**src/rtl/prio_arbiter_rr_pkg.sv**
```systemverilog
// Shared constants and state encoding for the registered request arbiter.
package prio_arbiter_rr_pkg;

  localparam logic MODE_FIXED = 1'b0;
  localparam logic MODE_RR    = 1'b1;

  typedef enum logic {
    ST_IDLE = 1'b0,
    ST_HOLD = 1'b1
  } arb_state_t;

endpackage

```
**src/rtl/prio_pick_desc.sv**
```systemverilog
// Combinational descending priority pick: scans start, start-1, ... with wrap
// and returns the first set bit. With N=4, start=3 it is the legacy 4-to-2 encoder.
module prio_pick_desc
  import prio_arbiter_rr_pkg::*;
#(
  parameter int N = 8,
  parameter int W = $clog2(N)
) (
  input  logic [N-1:0] vec,
  input  logic [W-1:0] start,
  output logic         found,
  output logic [W-1:0] idx
);

  always_comb begin
    int pos;
    pos   = 0;
    found = 1'b0;
    idx   = '0;
    for (int k = 0; k < N; k++) begin
      pos = (int'(start) - k + N) % N;
      if (!found && vec[pos]) begin
        found = 1'b1;
        idx   = W'(pos);
      end
    end
  end

endmodule

```
**src/rtl/prio_arbiter_rr.sv**
```systemverilog
// Registered N-way request arbiter with fixed-priority and round-robin modes,
// presenting its grant as index plus one-hot under a valid/ready handshake.
module prio_arbiter_rr
  import prio_arbiter_rr_pkg::*;
#(
  parameter int N = 8,
  parameter int W = $clog2(N)
) (
  input  logic         clk,
  input  logic         rst,
  input  logic [N-1:0] req,
  input  logic         mode,
  input  logic         gnt_ready,
  output logic         gnt_valid,
  output logic [W-1:0] gnt_idx,
  output logic [N-1:0] gnt_onehot
);

  arb_state_t   r_state;
  arb_state_t   w_state_nxt;
  logic [W-1:0] r_idx;
  logic [N-1:0] r_onehot;
  logic [W-1:0] r_ptr;

  logic         w_enable;
  logic         w_accept;
  logic [W-1:0] w_ptr_eff;
  logic [W-1:0] w_start;
  logic         w_found;
  logic [W-1:0] w_pick_idx;

  assign w_accept = (r_state == ST_HOLD) && gnt_ready;
  assign w_enable = (r_state == ST_IDLE) || gnt_ready;

  // An accepting cycle arbitrates with the already-advanced pointer so the
  // channel just served drops to lowest priority immediately.
  assign w_ptr_eff = !w_accept        ? r_ptr :
                     (r_idx == '0)    ? W'(N - 1) :
                                        r_idx - 1'b1;

  assign w_start = (mode == MODE_RR) ? w_ptr_eff : W'(N - 1);

  prio_pick_desc #(
    .N (N),
    .W (W)
  ) u_pick (
    .vec   (req),
    .start (w_start),
    .found (w_found),
    .idx   (w_pick_idx)
  );

  always_ff @(posedge clk) begin
    if (rst) begin
      r_state  <= ST_IDLE;
      r_idx    <= '0;
      r_onehot <= '0;
      r_ptr    <= W'(N - 1);
    end else begin
      r_state <= w_state_nxt;
      if (w_accept) begin
        r_ptr <= w_ptr_eff;
      end
      if (w_enable) begin
        if (w_found) begin
          r_idx    <= w_pick_idx;
          r_onehot <= {{(N-1){1'b0}}, 1'b1} << w_pick_idx;
        end else begin
          r_onehot <= '0;
        end
      end
    end
  end

  always_comb begin
    w_state_nxt = r_state;
    if (w_enable) begin
      w_state_nxt = w_found ? ST_HOLD : ST_IDLE;
    end
  end

  always_comb begin
    gnt_valid  = (r_state == ST_HOLD);
    gnt_idx    = r_idx;
    gnt_onehot = r_onehot;
  end

endmodule
```
**config.mk**
```make
export PLATFORM = sky130hd
export DESIGN_NAME = prio_arbiter_rr
export DESIGN_NICKNAME = d
export VERILOG_FILES = /design/src/rtl/prio_arbiter_rr_pkg.sv /design/src/rtl/prio_pick_desc.sv /design/src/rtl/prio_arbiter_rr.sv
export SDC_FILE = /design/constraint.sdc
export NUM_CORES = 1
export LEC_CHECK = 0
export ABC_CLOCK_PERIOD_IN_PS = 13000
export BUFFER_PORTS_ARGS = -buffer_cell sky130_fd_sc_hd__buf_4
export CORE_MARGIN = 2
export CORE_UTILIZATION = 35
export CTS_CLUSTER_DIAMETER = 80
export DETAILED_ROUTE_END_ITERATION = 10
export PLACE_DENSITY = 0.56
export SYNTH_ARGS = -nofsm -noshare
export SYNTH_HDL_FRONTEND = slang
export SYNTH_SLANG_ARGS = --single-unit
```
**constraint.sdc**
```tcl
create_clock -name clk -period 13 [get_ports clk]
set_input_delay 1.3 -clock clk [delete_from_list [all_inputs] [get_ports clk]]
set_output_delay 1.3 -clock clk [all_outputs]
set_load 0.01 [all_outputs]
```
==> out/qor.yml <==
route:
  dr_total_vias: 1569
  routed_via_density: 5.898
  antenna_left: 0
  drt-initial-drc-count: 171
  wire_per_inst_um: 15.64
  dr.pass1.iters: 4
  drt-total-wl_um: 4160
  drc_errors: 0
placement:
  dp_slack_ns: 8.022
  io_buffers: 23
  dp_cells: 262
  place.gp.congestion: 0.8565
  dp_hpwl_um: 3222
  placed_area_um2: 1817
finish:
  stdcell_area_um2: 1866
  syn_to_final_growth_pct: 15.31
  instances_no_fill: 266
  final_core_util: 0.4226
  nNetsFinal: 231
  drive_gt1_frac: 0.2523
  n_antenna_cell: 0
power_and_ir_drop:
  power.leakage_nw: 0.7558
  peakVddDrop_uv: 71.19
  p_total_mw: 0.1978
  power-per-cell-area_nw_per_um2: 106.0
clock_tree:
  tritoncts: "built"
  cts_buffers: 3
  htree_num_levels: 1
  clkLatencyLatePin_ns: 0.25
  cts_resized: 0
  cts.reportedPaths.clkPinSlew_ns: 0.07
  root_buffer: "clkbuf_8"
  ctsHoldBuffers: 0
  postCtsSetupBuffers: 0
  clockBufferDepth: 2
  cts_num_sinks: 15
grt:
  grt_pass1_wl_um: 6755
  antenna_found_initial: 0
  overflow: 0
  grt_pass1_vias: 1417
  grt_start_max_net_pins: 18
  track_usage: 0.1610
sta:
  worst_pin_slew_ns: 0.7499
  setup_slack_ns: 8.221
  finalCritPeriodShare: 0.3676
  slew_viol_final: 0
  hold_ws_ns: 0.4562
  rsz0062_at_grt: "no"
  fmax_mhz: 209.3
  period_needed_ns: 4.779
  relSlewSlack: 0.5000
  finalHoldViolCount: 0
  skew_ns: 0.004495
  tns_ns: 0
  setup_viol: 0
floorplan:
  rows: 24
  die_x_um: 71.99
  core-area_um2: 4414
  die_height_um: 71.99
  start_util: 0.3665
  ioPinCount: 24
  die_area_um2: 5182
logic_synthesis:
  synth_top_cells_by_area: "dfxtp_1 19%, mux2i_1 8.0%, mux4_2 5.6%"
  yosysSeqAreaShare: 0.1856
  synth_cells: 192
  ys.flop_type: "dfxtp_1"
  synth_top_area_frac: 0.1856
  synth-edff-count: 0
  synth_top_area_cell: "dfxtp_1"
  synthArstFlopShare: 0
  avgSynthCellArea_um2: 8.426
  yosysWarnings: 0
  syn_nets: 208
  netlist_area_um2: 1618
  yosysUniqueCellTypes: 56
  synth-seq-cells: 15
setup_path:
  regToRegSetupSlack_ns: 8.37
  cp.required_ns: 13.16
  setup.worst_path.end_class: "flip-flop"
  arrival_ns: 4.94
  start_kind: "input port"
  rr_startpoint: "gnt_idx[0]"
  cp_max_fo: 17
  r2r-end: "gnt_onehot[2]"
  reg2regPathDepth: 14
  crit_type: "input port to flip-flop"
worst_hold_path:
  hold_end: "gnt_onehot[1]"
  hp-start: "gnt_onehot[1]"
  hp-class: "flip-flop to flip-flop"
  min_path_cells: 2
job:
  maxCapViolCount: 0
run_status:
  status: "completed"
-- state kept, by name, summed over array words and instances, names as in the netlist --
register    flops
gnt_idx         3
gnt_onehot      8
gnt_valid       1
r_ptr           3
-- cell usage in the layout, fill, tap and decap left out, drive strengths merged, types with 2 or more instances in the layout --
cell	count
buf	23
a2111o	2
a21oi	19
xnor2	6
nand4b	2
nor2	10
nor3	2
clkbuf	3
o21ai	16
and3	2
nand2	20
ha	4
a211o	2
o311ai	3
mux4	4
o31ai	8
inv	8
mux2	5
o21a	2
nand3	6
o211ai	2
a211oi	6
a21o	6
dfxtp	15
nand2b	2
and4b	3
mux2i	13
-- logic make-up after synthesis --
logic type,share of synthesized area
AO/OA/AOI/OAI,0.3473
multiplexers,0.1709
flip-flops,0.1856
buffers and inverters,0.04253
XOR/XNOR,0.03790
AND/OR/NAND/NOR,0.1848
adder cells (fa/ha/maj),0.03094
-- cell usage after synthesis (all sizes together) (2+ instances only) --
master  instances
nand2          20
a21oi          19
o21ai          16
dfxtp          15
mux2i          13
nor2           10
inv             8
o31ai           8
a211oi          6
a21o            6
nand3           6
xnor2           6
buf             5
mux2            5
ha              4
mux4            4
and4b           3
o311ai          3
a2111o          2
a211o           2
and3            2
nand2b          2
nand4b          2
nor3            2
o211ai          2
o21a            2
-- where the power goes --
group | internal [mW] | leakage [nW] | switching, mW | total, mW
clock network | 0.0215 | 0.0217 | 0.0171 | 0.0386
logic | 0.0443 | 0.611 | 0.0589 | 0.103
registers | 0.0512 | 0.123 | 0.00470 | 0.0559
-- worst max-delay path: stages --
cell	delay (ns)
buf_4	0.15
a21o_2	0.24
a21boi_4	0.39
inv_2	0.26
ha_1	0.31
xnor2_1	0.30
mux4_2	0.62
nand3b_1	0.13
nor3_1	0.05
or3_4	0.40
or4b_4	0.55
o31ai_1	0.22
-- metal layers --
layer	routed length, um	global-route usage	vias to the layer above
li1	-	-	790
met1	2014	0.2353	720
met2	1804	0.2407	51
met3	284	0.03750	8
met4	57	0.03564	0
met5	0	0	-
-- how the worst max path moves through the flow --
stage          startpoint       endpoint  cells after the start
2_1_floorplan   gnt_ready  gnt_onehot[0]                     13
3_3_place_gp    gnt_ready  gnt_onehot[3]                     12
3_5_place_dp    gnt_ready  gnt_onehot[0]                     12
4_1_cts         gnt_ready  gnt_onehot[2]                     12
5_1_grt         gnt_ready  gnt_onehot[3]                     12
6_report        gnt_ready  gnt_onehot[2]                     12
-- cell type report --
class | instances | area, um2
clock buffer | 3 | 41.29
timing repair buffer | 23 | 172.7
sequential | 15 | 300.3
inverter | 8 | 30.03
fill | 460 | 2549
clock inverter | 1 | 7.507
multi-input combinational | 164 | 1249
tap | 52 | 65.06
Note: power is estimated with default switching activity, not from simulation.
